**config.mk**
```make
export PLATFORM = sky130hd
export DESIGN_NAME = switch_arbiter_2x2
export DESIGN_NICKNAME = d
export VERILOG_FILES = /design/src/rtl/msin_pkg.sv /design/src/rtl/msin_credit_counter.sv /design/src/rtl/switch_arbiter_2x2.sv
export SDC_FILE = /design/constraint.sdc
export NUM_CORES = 1
export LEC_CHECK = 0
export CORE_UTILIZATION = 25
export CTS_CLUSTER_DIAMETER = 150
export DETAILED_ROUTE_END_ITERATION = 8
export GPL_TIMING_DRIVEN = 0
export SLEW_MARGIN = 20
export SYNTH_ARGS = -nofsm -noshare
export SYNTH_HDL_FRONTEND = slang
export SYNTH_SLANG_ARGS = --single-unit
```
**constraint.sdc**
```tcl
create_clock -name clk -period 6.95 [get_ports clk]
set_input_delay 1.0425 -clock clk [delete_from_list [all_inputs] [get_ports clk]]
set_output_delay 1.0425 -clock clk [all_outputs]
set_load 0.005 [all_outputs]
```
**src/rtl/msin_pkg.sv**
```systemverilog
// Shared constants and routing helper for the 2x2 switch arbiter.
package msin_pkg;

  localparam logic DEST_LEFT    = 1'b0;
  localparam logic DEST_RIGHT   = 1'b1;
  localparam logic SEL_STRAIGHT = 1'b0;
  localparam logic SEL_CROSS    = 1'b1;
  localparam int   DEFAULT_SWITCH_LATENCY = 2;

  // Left input goes straight to left_out; right input goes straight to right_out.
  function automatic logic route_sel(input logic from_right, input logic dest);
    logic sel;
    if (from_right) begin
      sel = (dest == DEST_RIGHT) ? SEL_STRAIGHT : SEL_CROSS;
    end else begin
      sel = (dest == DEST_LEFT) ? SEL_STRAIGHT : SEL_CROSS;
    end
    return sel;
  endfunction

endpackage

```
**src/rtl/msin_credit_counter.sv**
```systemverilog
// One downstream credit counter; a credit pulse that would exceed CREDITS
// leaves the count alone and latches a sticky error.
module msin_credit_counter #(
  parameter int CREDITS = 4
) (
  input  logic       clk,
  input  logic       rst_n,
  input  logic       dec_i,
  input  logic       inc_i,
  output logic [3:0] count_o,
  output logic       avail_o,
  output logic       err_o
);

  localparam logic [3:0] MAX_CREDITS = 4'(CREDITS);

  logic [3:0] count_q, count_d;
  logic       err_q, err_d;

  // Next count: simultaneous grant and return cancel out.
  always_comb begin
    count_d = count_q;
    err_d   = err_q;
    if (dec_i && !inc_i) begin
      count_d = count_q - 4'd1;
    end else if (inc_i && !dec_i) begin
      if (count_q == MAX_CREDITS) begin
        err_d = 1'b1;
      end else begin
        count_d = count_q + 4'd1;
      end
    end else begin
      count_d = count_q;
    end
  end

  // Counter and sticky error state.
  always_ff @(posedge clk or negedge rst_n) begin
    if (!rst_n) begin
      count_q <= MAX_CREDITS;
      err_q   <= 1'b0;
    end else begin
      count_q <= count_d;
      err_q   <= err_d;
    end
  end

  assign count_o = count_q;
  assign avail_o = (count_q != 4'd0);
  assign err_o   = err_q;

endmodule

```
**src/rtl/switch_arbiter_2x2.sv**
```systemverilog
// Credit-based arbiter driving a 2x2 switch element with round-robin conflict
// resolution. Define SWITCH_ARB_STATS_EN to build the conflict counter.
module switch_arbiter_2x2
  import msin_pkg::*;
#(
  parameter int CREDITS        = 4,
  parameter int SWITCH_LATENCY = DEFAULT_SWITCH_LATENCY
) (
  input  logic        clk,
  input  logic        rst_n,
  input  logic        left_valid,
  input  logic        right_valid,
  input  logic        left_dest,
  input  logic        right_dest,
  output logic        left_grant,
  output logic        right_grant,
  output logic        select,
  output logic        left_out_valid,
  output logic        right_out_valid,
  input  logic        left_credit,
  input  logic        right_credit,
  output logic        credit_err,
  output logic [31:0] conflict_count
);

  logic lo_avail_s, ro_avail_s, lo_err_s, ro_err_s;
  logic lo_dec_s, ro_dec_s;
  logic left_elig_s, right_elig_s, conflict_s;
  logic [3:0] lo_count_s, ro_count_s;
  logic rr_q, rr_d, sel_q, sel_d;
  logic [SWITCH_LATENCY-1:0] lo_pipe_q, lo_pipe_d, ro_pipe_q, ro_pipe_d;

  assign left_elig_s  = left_valid  && ((left_dest  == DEST_LEFT) ? lo_avail_s : ro_avail_s);
  assign right_elig_s = right_valid && ((right_dest == DEST_LEFT) ? lo_avail_s : ro_avail_s);

  // Arbitration: grants are forced low while reset is held.
  always_comb begin
    left_grant  = 1'b0;
    right_grant = 1'b0;
    conflict_s  = 1'b0;
    if (!rst_n) begin
      conflict_s = 1'b0;
    end else if (left_elig_s && right_elig_s && (left_dest == right_dest)) begin
      conflict_s  = 1'b1;
      left_grant  = (rr_q == 1'b0);
      right_grant = (rr_q == 1'b1);
    end else begin
      left_grant  = left_elig_s;
      right_grant = right_elig_s;
    end
    rr_d = conflict_s ? ~rr_q : rr_q;
  end

  // Select follows the granted routing, otherwise replays the held value.
  always_comb begin
    if (left_grant) begin
      sel_d = route_sel(1'b0, left_dest);
    end else if (right_grant) begin
      sel_d = route_sel(1'b1, right_dest);
    end else begin
      sel_d = sel_q;
    end
    select = sel_d;
  end

  assign lo_dec_s = (left_grant && (left_dest == DEST_LEFT))  || (right_grant && (right_dest == DEST_LEFT));
  assign ro_dec_s = (left_grant && (left_dest == DEST_RIGHT)) || (right_grant && (right_dest == DEST_RIGHT));

  // Output-valid shift registers mirror the switch's data latency.
  always_comb begin
    lo_pipe_d    = lo_pipe_q;
    ro_pipe_d    = ro_pipe_q;
    lo_pipe_d[0] = lo_dec_s;
    ro_pipe_d[0] = ro_dec_s;
    for (int i = 1; i < SWITCH_LATENCY; i++) begin
      lo_pipe_d[i] = lo_pipe_q[i-1];
      ro_pipe_d[i] = ro_pipe_q[i-1];
    end
  end

  // Arbiter state registers.
  always_ff @(posedge clk or negedge rst_n) begin
    if (!rst_n) begin
      rr_q      <= 1'b0;
      sel_q     <= SEL_STRAIGHT;
      lo_pipe_q <= '0;
      ro_pipe_q <= '0;
    end else begin
      rr_q      <= rr_d;
      sel_q     <= sel_d;
      lo_pipe_q <= lo_pipe_d;
      ro_pipe_q <= ro_pipe_d;
    end
  end

  assign left_out_valid  = lo_pipe_q[SWITCH_LATENCY-1];
  assign right_out_valid = ro_pipe_q[SWITCH_LATENCY-1];

  msin_credit_counter #(.CREDITS(CREDITS)) u_cred_left (
    .clk(clk), .rst_n(rst_n), .dec_i(lo_dec_s), .inc_i(left_credit),
    .count_o(lo_count_s), .avail_o(lo_avail_s), .err_o(lo_err_s)
  );

  msin_credit_counter #(.CREDITS(CREDITS)) u_cred_right (
    .clk(clk), .rst_n(rst_n), .dec_i(ro_dec_s), .inc_i(right_credit),
    .count_o(ro_count_s), .avail_o(ro_avail_s), .err_o(ro_err_s)
  );

  assign credit_err = lo_err_s | ro_err_s;

`ifdef SWITCH_ARB_STATS_EN
  logic [31:0] conflict_q, conflict_d;

  // Saturating conflict statistics.
  always_comb begin
    if (conflict_s && (conflict_q != 32'hFFFF_FFFF)) begin
      conflict_d = conflict_q + 32'd1;
    end else begin
      conflict_d = conflict_q;
    end
  end

  // Conflict counter register.
  always_ff @(posedge clk or negedge rst_n) begin
    if (!rst_n) begin
      conflict_q <= 32'd0;
    end else begin
      conflict_q <= conflict_d;
    end
  end

  assign conflict_count = conflict_q;
`else
  assign conflict_count = 32'd0;
`endif

endmodule

```
### After elaboration in Yosys (flattened, before gate mapping)

Cells that the tools add are included.

| word-level totals | value |
|---|---|
| bits in registers | 16 |
| output and inout bits | 38 |
| logic and storage cells | 67 |

| cells by class | value |
|---|---|
| add/subtract/negate cells | 4 |
| eq/ne operators | 5 |
| muxes and demuxes | 18 |
| bitwise logic cells | 6 |
| reductions and logical operators | 26 |

Operator list:

| kind | number |
|---|---|
| 4-bit two-way mux | 6 |
| 1-bit logical AND | 12 |
| 1-bit two-way mux | 12 |
| 4-bit by 1-bit adder with 4-bit output, second input constant | 2 |
| 4-bit by 3-bit equality test with 1-bit output, second input constant | 2 |
| 4-bit nonzero test | 2 |
| 4-bit by 1-bit subtractor with 4-bit output, second input constant | 2 |
| 3-bit AND reduction | 2 |
| 1-bit inverter | 5 |
| 1-bit logical NOT | 4 |
| 2-bit by 1-bit != test with 1-bit output, second input constant | 2 |
| 2-bit AND reduction | 2 |
| 2-bit nonzero test | 2 |
| 1-bit logical OR | 2 |
| 1-bit equality test | 1 |
| 1-bit OR | 1 |

### Depth between registers and ports, before layout

Gate-level depths: netlist of run 1.

| logic depth | value |
|---|---|
| depth after elaboration | 13 |
| depth in mapped cells | 10 |
| mapped depth without buffers | 10 |

### By module

Synthesis of run 1 repeated with hierarchy kept, for this count alone.

| unflattened totals | value |
|---|---|
| cells, all modules | 130 |
| area, all modules | 1,262.5 um2 |

Modules (own cells, without submodules):

| module | instances | cells an instance | area an instance (um2) | seq. area each (um2) |
|---|---|---|---|---|
| msin_credit_counter | 2 | 33 | 349.1 | 126.4 |
| switch_arbiter_2x2 | 1 | 64 | 564.3 | 150.1 |

### Worst setup path after synthesis of run 1

Ideal clock, no wire load.

| timing path | value |
|---|---|
| path type | input to register |
| start | input port left_dest |
| end | register u_cred_right.count_q[3], in the netlist u_cred_right.count_o[3] |
| data arrival time | 2.944 ns |
| path slack | 3.870 ns |
| cell stages on the path | 10 |
| cell sequence | nand2b_1 o2111ai_1 and4_4 a21o_2 ha_1 ha_1 a21o_1 a21o_1 a221oi_1 o41ai_1 |

| between the ends | value |
|---|---|
| longest elaborated chain between the ends | 12 |
| elaborated cells on any way between the ends | 19 |
| classes of those cells | eq/ne (2); mux (6); reduce/logical (11) |

Ends and longest elaborated chain:

| element | line | RTL |
|---|---|---|
| from (decl) | switch_arbiter_2x2.sv:13 | `input logic left_dest,` |
| 1-bit two-way mux | switch_arbiter_2x2.sv:33 | `assign left_elig_s = left_valid && ((left_dest == DEST_LEFT) ? lo_avail_s : ro_avail_s);` |
| 1-bit logical AND | switch_arbiter_2x2.sv:33 |  |
| 1-bit logical AND (2 in series) | switch_arbiter_2x2.sv:43 | `end else if (left_elig_s && right_elig_s && (left_dest == right_dest)) begin` |
| 1-bit two-way mux (*) | switch_arbiter_2x2.sv:43 |  |
| 1-bit two-way mux (*) | switch_arbiter_2x2.sv:41 | `if (!rst_n) begin` |
| named net left_grant | switch_arbiter_2x2.sv:15 | `output logic left_grant,` |
| 1-bit logical AND (*) | switch_arbiter_2x2.sv:67 | `assign ro_dec_s = (left_grant && (left_dest == DEST_RIGHT)) \|\| (right_grant && (right_dest == DEST_RIGHT));` |
| 1-bit logical OR (*) | switch_arbiter_2x2.sv:67 |  |
| named net ro_dec_s | switch_arbiter_2x2.sv:27 | `logic lo_dec_s, ro_dec_s;` |
| 1-bit logical NOT | msin_credit_counter.sv:26 | `end else if (inc_i && !dec_i) begin` |
| 1-bit logical AND | msin_credit_counter.sv:26 |  |
| 2-bit nonzero test (no line) | n/a |  |
| 2-bit AND reduction (no line) | n/a |  |
| to (signal assigned) | msin_credit_counter.sv:43 | `count_q <= count_d;` |
| to (decl) | msin_credit_counter.sv:17 | `logic [3:0] count_q, count_d;` |

The timed path passes the listed nets; every way through them passes the cells marked *.
A chain may end at the register's enable or synchronous reset.

### Worst setup path in the final report of run 1

| timing path | value |
|---|---|
| start | input port rst_n |
| end | output port select |

| between the ends | value |
|---|---|
| longest elaborated chain between the ends | 3 |
| elaborated cells on any way between the ends | 4 |
| classes of those cells | mux (4) |

Ends and longest elaborated chain:

| element | line | RTL |
|---|---|---|
| from (decl) | switch_arbiter_2x2.sv:10 | `input logic rst_n,` |
| 1-bit two-way mux | switch_arbiter_2x2.sv:41 |  |
| 1-bit two-way mux | switch_arbiter_2x2.sv:58 | `end else if (right_grant) begin` |
| 1-bit two-way mux (*) | switch_arbiter_2x2.sv:56 | `if (left_grant) begin` |
| to (decl) | switch_arbiter_2x2.sv:17 | `output logic select,` |

Mark *: on every way between the ends. The rest lies on a longest branch, timed or not.

==> impl_metrics.yaml, run 1 <==
status:
  status: "completed"
die:
  die_w_um: 74.29
  chipHeight_um: 74.29
  core-area_um2: 4880
  ioPinCount: 46
  floorplan.initialDensity: 0.2677
  die_area_um2: 5518
  floorplan.rows: 25
route:
  route.detailed.wl_per_inst_um: 9.212
  route.antenna.remaining_nets: 0
  route.vias.total: 974
  dr.first_iter.drc_count: 24
  viasPerCell: 3.896
  total_iterations_of_the_first_detailed_routing_run: 4
  drc_errors: 0
  routed_wirelength_um: 2303
synth:
  ys_seq_elements: 16
  synth_sequential_area_ratio: 0.3084
  netlist_instances: 135
  synth.cell_area_um2: 1306
  synth_cell_types: 39
  synth-edff-count: 0
  synth_async_sr_flop_share: 1.000
  synth_warn: 0
  synthesis.area_per_instance_um2: 9.676
  synth-main-ff-cell: "sky130_fd_sc_hd__dfrtp_1"
global_routing:
  use_met3: 0.02033
  grt_antenna_before_repair: 0
  globalRoute.totalOverflow: 0
  grt_pass1_wl_um: 4195
  use_met1: 0.1346
  grt_use_total: 0.09952
  pin_count_of_the_biggest_net_entering_global_routing: 23
  grt_util_met2: 0.1535
  grt_pass1_vias: 913
  grt_most_used_layer: "met2"
finish:
  antenna-diode-count: 0
  design_area_um2: 1692
  drive_above_1_share: 0.2568
  filler_cell_count: 515
  area_growth_syn_to_layout_pct: 29.50
  mostFrequentLayoutCells: "sky130_fd_sc_hd__buf_4 (32), sky130_fd_sc_hd__conb_1 (32), sky130_fd_sc_hd__dfrtp_1 (14)"
  layoutNonFillerInstCount: 250
  nets: 202
clock_tree:
  clock_latency_ps: 250
  cts_buffers: 3
  cts_num_sinks: 16
  tritoncts: "built"
  clkTransAtPathRegs_ps: 60
  ctsHtreeMaxLevel: 1
  root_buffer: "sky130_fd_sc_hd__clkbuf_8"
  cts.hold.buffers_added: 0
  cts-root-to-sink-buffers: 2
  cts_setup_buffers: 0
  cts_resized: 0
power_and_ir_drop:
  worst_ir_drop_vdd_mv: 0.07675
  report.power.total_uw: 475.3
  leakage_nw: 0.8699
  power-per-cell-area_nw_per_um2: 281.0
setup_path:
  worst_ep_arrival_time_ps: 3360
  timing.critical_path.slowest_cell_delay_ps: 1060
  worst-setup-path-type: "primary input to output port"
  cpMostUsedCell: "sky130_fd_sc_hd__clkdlybuf4s50_1"
  critPathCaptureType: "output port"
  cpMaxStageDelayCell: "sky130_fd_sc_hd__clkdlybuf4s50_1"
  start_kind: "primary input"
  critical_path_required_ps: 5910
  critical_path_cell_list: "clkdlybuf4s50_1, inv_1, o41ai_1, a21oi_1, a211o_1, clkdlybuf4s50_1"
  timing.critical_path.fanout_max: 22
sta:
  timing_worst_slew_pin_value_ps: 905.0
  hold_viol_final: 0
  grt_setup_unrepaired: "no"
  report.final.setup_viol: 0
  final_max_slew_viol_count: 0
  fmax_ghz: 0.2270
  period_minus_slack_ps: 4405
  max_slew_margin: 0.3948
  timing.setup.tns_ps: 0
  min_period_over_period: 0.6338
  clock-skew-final_ps: 6.249
place:
  placedCellCount: 246
  dpl.hpwl_um: 1808
  portBuffers: 13
  postPlaceCellArea_um2: 1637
  gpl.final_weighted_congestion: 0.8117
hold_path:
  min-delay-path-class: "flop to flop"
job:
  cap_violations: 0
==> worst max-delay path, delay by kind of cell <==
family | cells | cell delay [ps]
buf+inv | 3 | 1600
compound gates | 3 | 710
==> sequential cells by signal, summed over array words and instances, names as in the netlist <==
signal,flops
u_cred_left.err_o,1
u_cred_left.count_o,4
lo_pipe_q,2
u_cred_right.err_o,1
ro_pipe_q,2
sel_q,1
rr_q,1
u_cred_right.count_o,4
==> power by group <==
part | switching (mW) | internal (mW) | leakage (nW)
clock network | 0.0344 | 0.0503 | 0.0288
logic | 0.0882 | 0.117 | 0.652
registers | 0.0491 | 0.137 | 0.189
total | 0.172 | 0.304 | 0.870
==> worst paths after layout <==
| path | from | endpoint | slack (ps) | cells after the start |
|---|---|---|---|---|
| min in group asynchronous | rst_n | u_cred_right.err_o | 1300 | 1 |
| worst max-delay path | rst_n | select | 2550 | 6 |
| worst max register to register | u_cred_left.count_o[1] | u_cred_right.count_o[3] | 4010 | 10 |
| worst min-delay path | ro_pipe_q[0] | ro_pipe_q[1] | 350 | 0 |
| max in group asynchronous | rst_n | u_cred_right.count_o[3] | 5090 | 1 |
| worst min register to register | ro_pipe_q[0] | ro_pipe_q[1] | 350 | 0 |
==> final cells by class <==
class | instances | area [um2] | area share
sequential | 16 | 402.9 | 0.2382
buffer | 32 | 240.2 | 0.1420
multi-input combinational | 106 | 734.5 | 0.4342
inverter | 12 | 45.04 | 0.02663
clock buffer | 4 | 55.05 | 0.03254
tap | 67 | 83.83 | 0.04956
timing repair buffer | 13 | 130.1 | 0.07692
==> cells in the mapped netlist (2+ instances only) <==
library cell / number / area (um2)
sky130_fd_sc_hd__nor3_1: 5 / 25.02
sky130_fd_sc_hd__a21oi_1: 3 / 15.01
sky130_fd_sc_hd__ha_1: 8 / 100.1
sky130_fd_sc_hd__xnor2_1: 6 / 52.55
sky130_fd_sc_hd__dfrtp_1: 14 / 350.3
sky130_fd_sc_hd__dfstp_2: 2 / 52.55
sky130_fd_sc_hd__o21ai_0: 3 / 15.01
sky130_fd_sc_hd__mux2_2: 3 / 33.78
sky130_fd_sc_hd__a21o_1: 5 / 37.54
sky130_fd_sc_hd__fa_1: 2 / 40.04
sky130_fd_sc_hd__mux2i_1: 3 / 30.03
sky130_fd_sc_hd__nor2_1: 7 / 26.28
sky130_fd_sc_hd__or4_1: 2 / 15.01
sky130_fd_sc_hd__buf_4: 32 / 240.2
sky130_fd_sc_hd__and3_1: 3 / 18.77
sky130_fd_sc_hd__inv_1: 12 / 45.04
sky130_fd_sc_hd__o22ai_1: 2 / 12.51
sky130_fd_sc_hd__o41ai_1: 2 / 17.52
==> metal layers <==
layer  part of all wire  up-vias
met5                  0        -
met4              0.013        0
met2               0.44       33
li1                   -      502
met1               0.49      435
met3              0.062        4
==> cells by family (layout without fill, tap and decap cells) <==
| group | count (synthesis) | count (layout) | share of synthesized area |
|---|---|---|---|
| AOI/OAI and AO/OA | 22 | 22 | 0.1197 |
| other | 1 | 32 | 0.002871 |
| xor gates and xnor gates | 6 | 6 | 0.04023 |
| muxes | 6 | 6 | 0.04885 |
| adders and majority gates | 10 | 10 | 0.1073 |
| buffers and inverters | 44 | 61 | 0.2184 |
| DFF | 16 | 16 | 0.3084 |
| and+or+nand+nor | 30 | 30 | 0.1542 |
==> through the flow <==
step | hold slack, ps | setup WS (ps) | util
final | 349.5 | 2545 | 0.3467
after global routing | 358.3 | 2225 | 0.3467
after CTS | 351.0 | 2458 | 0.3467
after detailed placement | 335.5 | 2470 | 0.3354
after global placement | 334.3 | 2464 | 0.3354
after floorplan | 331.2 | 3870 | -
No activity file was read; power rests on OpenSTA's default activity.
==> inputs of run 2 (changes only) <==
==> constraint.sdc (replaced) <==
create_clock -name clk -period 3.6 [get_ports clk]
set_input_delay 0.54 -clock clk [delete_from_list [all_inputs] [get_ports clk]]
set_output_delay 0.54 -clock clk [all_outputs]
set_load 0.005 [all_outputs]
==> run 2 against run 1 <==
  * Combinational power increased by 93%
  * First-iteration DRC count did not move
  * Worst setup slack worse by 2000 ps
  * Non-clock buffer count unchanged
  * Cell count is the same
  * Routed wire length hardly changed
  * Flip-flop and latch count did not move
  * Clock skew unchanged
  * Sequential power increased by 92%
  * Sequential share of layout area about the same
  * Highest routed layer unchanged
==> impl_metrics.yaml, run 2 (synthesis results as in run 1) <==
clock_tree:
  cts.hold.buffers_added: 0
  tritoncts: "built"
  cts-root-to-sink-buffers: 2
  root_buffer: "sky130_fd_sc_hd__clkbuf_8"
  cts_buffers: 3
  clock_latency_ps: 250
  clkTransAtPathRegs_ps: 60
  cts_num_sinks: 16
  ctsHtreeMaxLevel: 1
power_and_ir_drop:
  leakage_nw: 0.8790
  power.net_switching_uw: 331.5
  report.power.total_uw: 917.6
  clkPwrFrac: 0.178
  seq_power_share: 0.391
  worst_ir_drop_vdd_mv: 0.1482
  cellInternalPower_uw: 586.1
  power-per-cell-area_nw_per_um2: 541.7
  p_sw_frac: 0.3612
  comb_power_share: 0.431
sta:
  report.final.setup_viol: 0
  period_minus_slack_ps: 3101
  timing_worst_slew_pin_value_ps: 909.1
  timing.setup.tns_ps: 0
  grt_setup_unrepaired: "no"
  clock-skew-final_ps: 6.249
  hold_viol_final: 0
  max_slew_margin: 0.3930
  fmax_ghz: 0.3225
  final_max_slew_viol_count: 0
  min_period_over_period: 0.8614
  fin_worst_hold_slack_ps: 349.5
status:
  status: "completed"
finish:
  antenna-diode-count: 0
  nets: 202
  drive_above_1_share: 0.2568
  mostFrequentLayoutCells: "sky130_fd_sc_hd__buf_4 (32), sky130_fd_sc_hd__conb_1 (32), sky130_fd_sc_hd__dfrtp_1 (14)"
  filler_cell_count: 514
  area_growth_syn_to_layout_pct: 29.69
hold_path:
  worst_hold_path.endpoint: "ro_pipe_q[1]"
  min-delay-path-class: "flop to flop"
  holdPathStages: 0
  worstHoldStart: "ro_pipe_q[0]"
route:
  total_iterations_of_the_first_detailed_routing_run: 4
  routed_wirelength_um: 2305
  viasPerCell: 3.896
  drc_errors: 0
  route.vias.total: 974
  route.antenna.remaining_nets: 0
  route.detailed.wl_per_inst_um: 9.220
  dr.first_iter.drc_count: 24
die:
  ioPinCount: 46
  core-area_um2: 4880
  floorplan.initialDensity: 0.2677
  floorplan.rows: 25
  chipHeight_um: 74.29
  die_area_um2: 5518
  die_w_um: 74.29
global_routing:
  globalRoute.totalOverflow: 0
  grt_pass1_wl_um: 4195
  pin_count_of_the_biggest_net_entering_global_routing: 23
  grt_pass1_vias: 913
  grt_use_total: 0.09952
  grt_antenna_before_repair: 0
setup_path:
  regToRegEndpoint: "u_cred_right.count_o[3]"
  reg_to_reg_setup_timing_slack_ps: 670
  reg2regPathDepth: 10
  start_kind: "primary input"
  critPathCaptureType: "flop"
  critical_path_required_ps: 3740
  regToRegStartpoint: "u_cred_left.count_o[1]"
  worst_ep_arrival_time_ps: 3240
  worst-setup-path-type: "primary input to flop"
  timing.critical_path.fanout_max: 7
job:
  cap_violations: 0
place:
  dpl.hpwl_um: 1808
  gpl.final_weighted_congestion: 0.8117
  portBuffers: 13
==> run 2: cell types whose count changed in the layout (fill, tap and decap cells not counted) <==
cell | before | now
sky130_fd_sc_hd__clkdlybuf4s50_1 | 13 | 12
sky130_fd_sc_hd__dlymetal6s2s_1 | 0 | 1
==> run 2: critical path, cell delays in order <==
cell and delay, ps:
sky130_fd_sc_hd__clkdlybuf4s50_1 580, sky130_fd_sc_hd__nand2b_1 260, sky130_fd_sc_hd__o22ai_1 110, sky130_fd_sc_hd__and4_4 230, sky130_fd_sc_hd__a21o_2 220, sky130_fd_sc_hd__ha_1 250
sky130_fd_sc_hd__ha_1 290, sky130_fd_sc_hd__a21o_1 190, sky130_fd_sc_hd__a21o_1 200, sky130_fd_sc_hd__xnor2_1 120, sky130_fd_sc_hd__o41ai_1 240
==> run 2: stage by stage <==
stage	utilization	setup slack, ps	cell area [um2]	cells
after floorplan	-	886.2	1423	166
after global placement	0.3354	-48.52	1637	246
after detailed placement	0.3354	-57.98	1637	246
after CTS	0.3467	113.2	1692	250
after global routing	0.3472	235.8	1694	250
final	0.3472	498.9	1694	250
==> run 2: what timing repair did <==
item / 4_1_cts / 5_1_grt
buffers inserted: 0 / 0
resized for setup: 0 / 1
setup endpoints to repair: 0 / 2
==> run 2: final cells by class <==
type                    instances  area [um2]  area share
multi-input cells             106       734.5      0.4335
inverters                      12       45.04     0.02659
flip-flops and latches         16       402.9      0.2378
well taps                      67       83.83     0.04948
plain buffers                  32       240.2      0.1418
repair buffers                 13       132.6     0.07829
clock buffers                   4       55.05     0.03250
==> run 2: worst max path at each step <==
stage	from	endpoint	slack, ps	cells after the start
floorplan	u_cred_left.count_o[1]	u_cred_right.count_o[3]	890	10
global placement	rst_n	u_cred_right.count_o[3]	-50	9
detailed placement	rst_n	u_cred_right.count_o[3]	-60	9
CTS	rst_n	select	110	6
global route	left_dest	u_cred_right.count_o[3]	240	11
finish	left_dest	u_cred_right.count_o[3]	500	11
==> run 2: power by group through the flow <==
| stage | Combinational, mW | Clock [mW] | Sequential, mW |
|---|---|---|---|
| after global routing | 0.461 | 0.179 | 0.373 |
| final | 0.396 | 0.164 | 0.358 |
| after global placement | 0.393 | 0 | 0.359 |
| after floorplan | 0.315 | 0 | 0.337 |
| after CTS | 0.404 | 0.168 | 0.358 |
| after detailed placement | 0.402 | 0 | 0.361 |
==> run 2: per-layer routing <==
layer  up-vias  GRT usage  wire length (um)
met5         -          0                 0
met4         0    0.04403                31
met3         4    0.02033               143
met2        33     0.1535              1006
met1       435     0.1346              1123
li1        502          -                 -
==> inputs of run 3 (changes only) <==
--- a/config.mk
+++ b/config.mk
@@ -5,11 +5,13 @@
 export SDC_FILE = /design/constraint.sdc
 export NUM_CORES = 1
 export LEC_CHECK = 0
-export CORE_UTILIZATION = 25
+export CORE_UTILIZATION = 40
 export CTS_CLUSTER_DIAMETER = 150
 export DETAILED_ROUTE_END_ITERATION = 8
 export GPL_TIMING_DRIVEN = 0
+export PLACE_DENSITY = 0.76
 export SLEW_MARGIN = 20
 export SYNTH_ARGS = -nofsm -noshare
 export SYNTH_HDL_FRONTEND = slang
+export SYNTH_HIERARCHICAL = 1
 export SYNTH_SLANG_ARGS = --single-unit
==> run 3 against run 2 <==
  * Die area is 39% lower
  * Area after synthesis is 3.4% lower
  * Routed wire length is 7.2% lower
  * Cell count is 12% lower
  * Global-route usage is 3.9 points higher
  * Maximum frequency is 9.6% lower
  * Synthesized cell count is 3.7% lower
  * Via count is 7.5% lower
  * Worst setup slack worse by 330 ps
  * Flip-flop and latch count stayed put
  * Clock skew is 4.0 ps lower
  * Critical path type is now flop to output port
  * Largest power group unchanged
==> impl_metrics.yaml, run 3 <==
finish:
  nets: 194
  antenna-diode-count: 0
  design_area_um2: 1599
  final_util: 0.5281
  mostFrequentLayoutCells: "sky130_fd_sc_hd__buf_4 (32), sky130_fd_sc_hd__conb_1 (32), sky130_fd_sc_hd__dfrtp_1 (13)"
  drive_above_1_share: 0.2955
  area_growth_syn_to_layout_pct: 26.66
  layoutNonFillerInstCount: 220
die:
  floorplan.initialDensity: 0.4169
  core-area_um2: 3028
  die_area_um2: 3385
  floorplan.rows: 20
  die_w_um: 58.18
  ioPinCount: 46
  chipHeight_um: 58.18
synth:
  synthTopCellsByArea: "sky130_fd_sc_hd__dfrtp_1 (28%), sky130_fd_sc_hd__buf_4 (19%), sky130_fd_sc_hd__ha_1 (7.9%)"
  netlist.area_leader.share: 0.2775
  netlist_instances: 130
  ys_seq_elements: 16
  post-synth-top-count-cell: "sky130_fd_sc_hd__buf_4"
  synth.cell_area_um2: 1262
  yosysTopAreaCell: "sky130_fd_sc_hd__dfrtp_1"
  synth-main-ff-cell: "sky130_fd_sc_hd__dfrtp_1"
  synth-edff-count: 0
  synth_cell_types: 34
  synthesis.area_per_instance_um2: 9.711
  synth_async_sr_flop_share: 1.000
  synth_warn: 6
  synth_common_cells: "sky130_fd_sc_hd__buf_4 (32), sky130_fd_sc_hd__dfrtp_1 (14), sky130_fd_sc_hd__nand2_1 (10)"
  synth_sequential_area_ratio: 0.3191
place:
  postPlaceCellArea_um2: 1554
  gpl.final_weighted_congestion: 0.8369
  placedCellCount: 217
  place_worst_setup_slack_ps: -13.07
  portBuffers: 12
  dpl.hpwl_um: 1618
global_routing:
  pin_count_of_the_biggest_net_entering_global_routing: 19
  grt_pass1_wl_um: 3622
  globalRoute.totalOverflow: 0
  grt_antenna_before_repair: 0
  grt_use_total: 0.1390
  grt_pass1_vias: 861
power_and_ir_drop:
  power-per-cell-area_nw_per_um2: 523.4
  report.power.total_uw: 837.0
  leakage_nw: 0.7855
  worst_ir_drop_vdd_mv: 0.3075
route:
  route.vias.total: 901
  viasPerCell: 4.095
  routed_wirelength_um: 2140
  drc_errors: 0
  total_iterations_of_the_first_detailed_routing_run: 4
  route.antenna.remaining_nets: 0
  route.detailed.wl_per_inst_um: 9.727
  dr.first_iter.drc_count: 17
setup_path:
  critical_path_required_ps: 3060
  worst_ep_arrival_time_ps: 2890
  worst-setup-path-type: "flop to output port"
  timing.critical_path.fanout_max: 6
  reg2regPathDepth: 13
  critPathCaptureType: "output port"
  start_kind: "flop"
status:
  status: "completed"
sta:
  final_max_slew_viol_count: 0
  report.final.setup_viol: 0
  hold_viol_final: 0
  max_slew_margin: 0.4890
  timing.setup.tns_ps: 0
  clock-skew-final_ps: 2.210
  fin_worst_hold_slack_ps: 308.3
  timing_worst_slew_pin_value_ps: 765.3
  fmax_ghz: 0.2915
  period_minus_slack_ps: 3431
  setup_ws_ps: 168.9
  min_period_over_period: 0.9531
clock_tree:
  tritoncts: "built"
  root_buffer: "sky130_fd_sc_hd__clkbuf_4"
  cts.hold.buffers_added: 0
  clkTransAtPathRegs_ps: 90
  cts_num_sinks: 16
  ctsHtreeMaxLevel: 1
  clock_latency_ps: 280
  cts_buffers: 3
  cts-root-to-sink-buffers: 2
hold_path:
  min-delay-path-class: "primary input to async pin"
job:
  cap_violations: 0
==> run 3: cell type report <==
cell class | instances | area, um2
buffer | 33 | 251.5
tap | 44 | 55.05
inverter | 8 | 30.03
multi-input combinational | 104 | 713.2
clock buffer | 3 | 22.52
timing repair buffer | 12 | 122.6
fill | 286 | 1429
sequential | 16 | 404.1
==> run 3: kinds of logic (layout without fill, tap and decap cells) <==
kind of cell	after synthesis	in the layout	share of synthesized area
compound gates	18	18	0.1229
xor+xnor	12	12	0.08325
fa+ha+maj	8	8	0.07929
buf+inv	41	56	0.2230
flops	16	16	0.3191
mux	2	2	0.01685
other cells	1	32	0.002970
simple gates	32	32	0.1526
==> run 3: metal layers <==
metal / vias to the layer above / GRT usage / wire length (um)
met5: - / 0 / 0
met4: 0 / 0.05102 / 20
met3: 4 / 0.04241 / 117
met2: 30 / 0.2430 / 1090
met1: 405 / 0.1592 / 912
li1: 462 / - / -
==> run 3: worst paths after layout <==
kind                                               end                     from  slack [ps]
worst max register to register  u_cred_left/count_o[2]  u_cred_right/count_o[1]         340
worst min register to register            lo_pipe_q[1]             lo_pipe_q[0]         350
worst max-delay path                            select  u_cred_right/count_o[1]         170
min in group clk                          lo_pipe_q[1]             lo_pipe_q[0]         350
worst min-delay path                              rr_q                    rst_n         310
max in group asynchronous       u_cred_left/count_o[0]                    rst_n        2760
==> run 3: critical path, stage by stage (launching register included) <==
cell and delay, ps:
sky130_fd_sc_hd__dfrtp_1 470, sky130_fd_sc_hd__nor3_4 290, sky130_fd_sc_hd__or2b_1 290, sky130_fd_sc_hd__and3_4 160, sky130_fd_sc_hd__o2111a_1 270, sky130_fd_sc_hd__or3_1 380
sky130_fd_sc_hd__a31oi_2 200, sky130_fd_sc_hd__clkdlybuf4s50_1 530
==> run 3: what timing repair did <==
action | in CTS | in global routing
endpoints found under the hold margin | 0 | 0
setup buffers | 0 | 0
gates resized for setup | 0 | 5
setup endpoints to repair | 0 | 2
==> run 3: power by group <==
group | leakage (nW) | total [mW] | internal, mW | switching, mW
Combinational | 0.585 | 0.374 | 0.206 | 0.168
Sequential | 0.187 | 0.370 | 0.267 | 0.104
Clock | 0.0138 | 0.0923 | 0.0389 | 0.0534
Total | 0.786 | 0.837 | 0.512 | 0.325
